### config.mk
export PLATFORM = sky130hd
export DESIGN_NAME = alu_iter
export DESIGN_NICKNAME = d
export VERILOG_FILES = /design/src/rtl/alu_iter.sv
export SDC_FILE = /design/constraint.sdc
export NUM_CORES = 1
export LEC_CHECK = 0
export CELL_PAD_IN_SITES_DETAIL_PLACEMENT = 0
export CELL_PAD_IN_SITES_GLOBAL_PLACEMENT = 2
export CORE_MARGIN = 2
export CORE_UTILIZATION = 33
export DETAILED_ROUTE_END_ITERATION = 8
export PLACE_DENSITY = 0.75
export SYNTH_ARGS = -nofsm -noshare
export SYNTH_HDL_FRONTEND = slang
export SYNTH_SLANG_ARGS = --single-unit
### constraint.sdc
create_clock -name clk -period 4.85 [get_ports clk]
set_clock_uncertainty 0.1 [all_clocks]
set_input_delay 0.97 -clock clk [delete_from_list [all_inputs] [get_ports clk]]
set_output_delay 0.97 -clock clk [all_outputs]
set_load 0.005 [all_outputs]
### src/rtl/alu_iter.sv
// Iterative RV32/RV64 integer execute unit: single-cycle base ops, radix-2 MUL/DIV.
// Optional ALU_ITER_EARLY_OUT_EN lets trivial M ops (div-by-zero, overflow, zero factor) skip iteration.
module alu_iter #(
  parameter int XLEN = 32
) (
  input  logic            clk,
  input  logic            reset_i,
  input  logic            ce_i,
  input  logic            start_i,
  input  logic [XLEN-1:0] in1_i,
  input  logic [XLEN-1:0] in2_i,
  input  logic [2:0]      op_i,
  input  logic            op_qual_i,
  input  logic            op_ext_i,
  output logic [XLEN-1:0] out_o,
  output logic            busy_o,
  output logic            done_o
);
  localparam int SHW = $clog2(XLEN);
  localparam int CW  = $clog2(XLEN) + 1;

  typedef enum logic [1:0] {IDLE, MUL, DIV, FIX} state_t;

  state_t              state_reg;
  logic [CW-1:0]       cnt_reg;
  logic [XLEN-1:0]     out_reg;
  logic                done_reg;
  logic [2*XLEN-1:0]   prod_reg;
  logic [XLEN-1:0]     opa_reg;
  logic [XLEN-1:0]     opb_reg;
  logic [XLEN-1:0]     quo_reg;
  logic [XLEN-1:0]     rem_reg;
  logic [2:0]          op_reg;
  logic                sgn1_reg;
  logic                sgn2_reg;
  logic                dz_reg;

  logic [SHW-1:0]         shamt;
  logic signed [XLEN-1:0] sra_res;
  logic [XLEN-1:0]        base_res;
  logic                   s1, s2;
  logic [XLEN-1:0]        mag1, mag2;
  logic [XLEN:0]          madd;
  logic [XLEN:0]          div_shift;
  logic [XLEN:0]          div_trial;
  logic [2*XLEN-1:0]      prod_fix;
  logic [XLEN-1:0]        quo_fix;
  logic [XLEN-1:0]        rem_fix;
  logic [XLEN-1:0]        fix_res;

  always_comb begin
    shamt   = in2_i[SHW-1:0];
    sra_res = $signed(in1_i) >>> shamt;
    base_res = '0;
    case (op_i)
      3'b000: base_res = op_qual_i ? (in1_i - in2_i) : (in1_i + in2_i);
      3'b010: base_res = {{(XLEN-1){1'b0}}, $signed(in1_i) < $signed(in2_i)};
      3'b011: base_res = {{(XLEN-1){1'b0}}, in1_i < in2_i};
      3'b100: base_res = in1_i ^ in2_i;
      3'b110: base_res = in1_i | in2_i;
      3'b111: base_res = in1_i & in2_i;
      3'b001: base_res = in1_i << shamt;
      3'b101: begin
        if (op_qual_i) base_res = sra_res;
        else           base_res = in1_i >> shamt;
      end
      default: base_res = '0;
    endcase

    // Operand signedness: DIV/REM both signed, MULH both, MULHSU only in1.
    s1 = in1_i[XLEN-1] & (op_i[2] ? ~op_i[0] : (op_i[1:0] == 2'b01 || op_i[1:0] == 2'b10));
    s2 = in2_i[XLEN-1] & (op_i[2] ? ~op_i[0] : (op_i[1:0] == 2'b01));
    mag1 = s1 ? -in1_i : in1_i;
    mag2 = s2 ? -in2_i : in2_i;

    madd      = {1'b0, prod_reg[2*XLEN-1:XLEN]} + (prod_reg[0] ? {1'b0, opa_reg} : '0);
    div_shift = {rem_reg, quo_reg[XLEN-1]};
    div_trial = div_shift - {1'b0, opb_reg};

    // A zero divisor must leave the all-ones quotient untouched regardless of signs.
    prod_fix = (sgn1_reg ^ sgn2_reg) ? -prod_reg : prod_reg;
    quo_fix  = ((sgn1_reg ^ sgn2_reg) && !dz_reg) ? -quo_reg : quo_reg;
    rem_fix  = sgn1_reg ? -rem_reg : rem_reg;
    if (op_reg[2])                fix_res = op_reg[1] ? rem_fix : quo_fix;
    else if (op_reg[1:0] == 2'b00) fix_res = prod_fix[XLEN-1:0];
    else                          fix_res = prod_fix[2*XLEN-1:XLEN];
  end

`ifdef ALU_ITER_EARLY_OUT_EN
  logic early_out;
  always_comb begin
    if (op_i[2])
      early_out = (in2_i == '0) ||
                  (~op_i[0] && in1_i == {1'b1, {(XLEN-1){1'b0}}} && in2_i == '1);
    else
      early_out = (in1_i == '0) || (in2_i == '0);
  end
`endif

  always_ff @(posedge clk) begin
    if (reset_i) begin
      state_reg <= IDLE;
      cnt_reg   <= '0;
      out_reg   <= '0;
      done_reg  <= 1'b0;
      prod_reg  <= '0;
      opa_reg   <= '0;
      opb_reg   <= '0;
      quo_reg   <= '0;
      rem_reg   <= '0;
      op_reg    <= '0;
      sgn1_reg  <= 1'b0;
      sgn2_reg  <= 1'b0;
      dz_reg    <= 1'b0;
    end else if (ce_i) begin
      done_reg <= 1'b0;
      case (state_reg)
        IDLE: begin
          if (start_i) begin
            if (!op_ext_i) begin
              out_reg  <= base_res;
              done_reg <= 1'b1;
            end else begin
              op_reg    <= op_i;
              sgn1_reg  <= s1;
              sgn2_reg  <= s2;
              dz_reg    <= (in2_i == '0);
              opa_reg   <= mag1;
              opb_reg   <= mag2;
              prod_reg  <= {{XLEN{1'b0}}, mag2};
              quo_reg   <= mag1;
              rem_reg   <= '0;
              cnt_reg   <= CW'(XLEN);
              state_reg <= op_i[2] ? DIV : MUL;
`ifdef ALU_ITER_EARLY_OUT_EN
              // Preload the final magnitudes so FIX produces the corner result directly.
              if (early_out) begin
                state_reg <= FIX;
                cnt_reg   <= '0;
                prod_reg  <= '0;
                if (in2_i == '0) begin
                  quo_reg <= '1;
                  rem_reg <= mag1;
                end
              end
`endif
            end
          end
        end
        MUL: begin
          prod_reg <= {madd, prod_reg[XLEN-1:1]};
          cnt_reg  <= cnt_reg - 1'b1;
          if (cnt_reg == CW'(1)) state_reg <= FIX;
        end
        DIV: begin
          if (!div_trial[XLEN]) begin
            rem_reg <= div_trial[XLEN-1:0];
            quo_reg <= {quo_reg[XLEN-2:0], 1'b1};
          end else begin
            rem_reg <= div_shift[XLEN-1:0];
            quo_reg <= {quo_reg[XLEN-2:0], 1'b0};
          end
          cnt_reg <= cnt_reg - 1'b1;
          if (cnt_reg == CW'(1)) state_reg <= FIX;
        end
        FIX: begin
          out_reg   <= fix_res;
          done_reg  <= 1'b1;
          state_reg <= IDLE;
        end
        default: state_reg <= IDLE;
      endcase
    end
  end

  assign out_o  = out_reg;
  assign busy_o = (state_reg != IDLE);
  assign done_o = done_reg;
endmodule

==> run metrics <==
crit path capture type flip-flop; sequential share of power approximately 30%; achievable frequency ~230 MHz; Starting Density about a third; CTS root buf clkbuf_16; Die Y approximately 290 µm; All-Layer GR Usage between 30% and 40%; Clock Latency Late Sink 0.60 ns; Area Growth Syn to Fin 17.9%; syn_area_per_cell approximately 7.1 µm²; switching share of power between 30 and 40%; die width about 290 µm; drt wl/cell about 27 µm; Final Cell Area 0.0309 mm²; Setup-failing EPs final 0; synthesis-stage register bit count ~240; Final Critical Period 4.36 ns; Worst Tran Pin Value between 1 and 1.5 ns; yosys synthesis warning count 0; DP Area between 0.02 and 0.03 mm²; Post-Syn Area around 0.026 mm²; H-tree depth 1; final net count between 4000 and 5000; layout cell share with drive strength beyond 1 between 10% and 20%; count of input and output buffers 106; clock group share of total power between 30% and 40%; fin. max-slew vios 0; crit-path max FO 18; post-place setup slack -0.0402 ns; metal2 WL about 60000 µm; global route overflow 0; Worst EP arrival between 4 and 5 ns; final hold viol count 0; cts hold-fix bufs 0; CP Launch Type flip-flop; Seq. cell area 0.00479 mm²; EDFF count, synth 0; Detailed Routing Iterations Pass 1 6; Netlist cell types 87; CP Class reg -> reg; TritonCTS Buffers 29; unrepaired setup endpoints after global routing no; Final Wtd Congestion roughly 1.0; worst path required time between 5 and 6 ns; Total Power about 7200 µW; Final ANT Viol Nets 0; DIE AREA just over 0.08 mm²; CTS max path bufs 3; Setup Buffers After CTS 0; row count approximately 100; vias in the first global route about 28000; Filler cells 8448; fin crit share roughly nine tenths; worst rel slew slack 25.4%; Via density approximately 5.9; max reg flops 64; largest net degree at the start of global routing 98; first-pass GRT wire length roughly 190000 µm; Worst VDD drop ~0.3 mV; path type of the worst min-delay path reg -> reg; Async SR Flop Fraction 0%; Net Sw Power between 2000 and 3000 µW; Met3 Routed Length 7700 µm; Cells after Synth ~3700; CTS tree built; register area share after synthesis ~18%; internal power around 4400 µW; Vias between 20000 and 30000; IO Pins between 100 and 150; DRC 0; Post-Route M1 WL ~58000 µm; Comb power frac roughly 38%; Power per Cell Area 235 mW/mm²; Final Util 39.2%; top sig layer met5; Core Area between 0.07 and 0.08 mm²; total of max-cap violations 0; Setup WS post-layout 0.495 ns; Top FF cell, synth dfxtp_1; Multi-input gate area around 0.020 mm²; number of antenna violations at the first check in global routing 7; P_leak approximately 0.012 µW; clock-pin slew on the worst setup and hold paths 0.06 ns; Post-Syn Nets 3925; final WL 134000 µm; DR iter-0 viols 3206; Post-CTS Resized 0; post-DP HPWL 108000 µm; TritonCTS sink count 239; setup TNS 0 ns; outcome completed
layout by cell type, fill, tap and decap left out, types with 109 or more instances in the layout:
master   netlist  routed
dfxtp_1      239     238
o21ai_0      271     271
ha_1         176     173
nand3_1      109     109
inv_1        166     165
a21oi_1      336     334
buf_4          0     292
nand2_1      396     396
nor2_1       394     390
xnor2_1      176     174
cell usage after synthesis, types with 50 or more instances:
library cell  instances  area share [%]
clkbuf_1            236             3.4
xor2_1               77             2.6
nand3_1             109             2.1
a21o_1               51             1.5
nor3_1               78             1.5
ha_1                176             8.4
inv_1               166             2.4
nand2_1             396             5.7
a211oi_1             98             2.8
nor2_1              394             5.6
mux2i_1              66             2.5
xnor2_1             176             5.9
o21ai_0             271             5.2
and2_1               50             1.2
a21oi_1             336             6.4
dfxtp_1             239              18
logic make-up after synthesis:
kind of cell    Yosys count  synth area share, %
mux                     122                 6.95
compound gates         1180                 29.0
fa+ha+maj               180                 8.72
flops                   239                 18.3
xor+xnor                253                 8.46
simple gates           1261                 22.3
buf+inv                 437                 6.33
stage by stage:
step / hold slack, ns / instances
2_1_floorplan: 0.332 / 3672
3_3_place_gp: 0.339 / 4855
3_5_place_dp: 0.350 / 4855
4_1_cts: 0.358 / 4909
5_1_grt: 0.383 / 4909
6_report: 0.356 / 4912
worst max-delay path, cell delays in order, from the launching register on:
cell and delay [ns]:
dfxtp_1 0.34, inv_1 0.16, ha_1 0.21, inv_1 0.06
fa_1 0.42, a211oi_1 0.37, o21ai_0 0.28, nand4_1 0.22
a2111o_1 0.26, a21oi_1 0.13, nor2_1 0.26, o21ai_2 0.19
xnor2_2 0.65, buf_4 0.39, a32oi_1 0.13, o21ai_0 0.10
per-layer routing:
| layer | track usage (%) | up-vias |
|---|---|---|
| li1 | - | 13600 |
| met1 | 41.9 | 14000 |
| met2 | 51.0 | 1171 |
| met3 | 2.71 | 255 |
| met4 | 18.8 | 8 |
| met5 | 0 | - |
path summary, 6_finish.rpt:
check                           start                        to  slack [ns]  depth (start not counted)
max          quo_reg[31]$_SDFFE_PP0P_  rem_reg[23]$_SDFFE_PP0P_        0.49                         15
min           opa_reg[0]$_SDFFE_PP0P_   opa_reg[0]$_SDFFE_PP0P_        0.36                          2
max reg2reg  quo_reg[31]$_SDFFE_PP0P_  rem_reg[23]$_SDFFE_PP0P_        0.49                         15
min reg2reg   opa_reg[0]$_SDFFE_PP0P_   opa_reg[0]$_SDFFE_PP0P_        0.36                          2
cell type report:
type / instances / area share (%)
Clock inverter: 16 / 0.559
Inverter: 169 / 2.06
Tap cell: 1050 / 4.26
Sequential cell: 239 / 15.5
Antenna cell: 3 / 0.0243
Multi-Input combinational cell: 2996 / 64.2
Clock buffer: 38 / 2.62
Timing Repair Buffer: 401 / 10.7
power by group through the flow:
stage / clock network [µW] / logic [µW] / registers, µW
after floorplan: 0 / 1550 / 2140
after global placement: 0 / 2700 / 2210
after detailed placement: 0 / 2680 / 2200
after CTS: 2370 / 2690 / 2160
after global routing: 2440 / 2920 / 2170
final: 2330 / 2750 / 2170
Note: power is estimated with default switching activity, not from simulation.
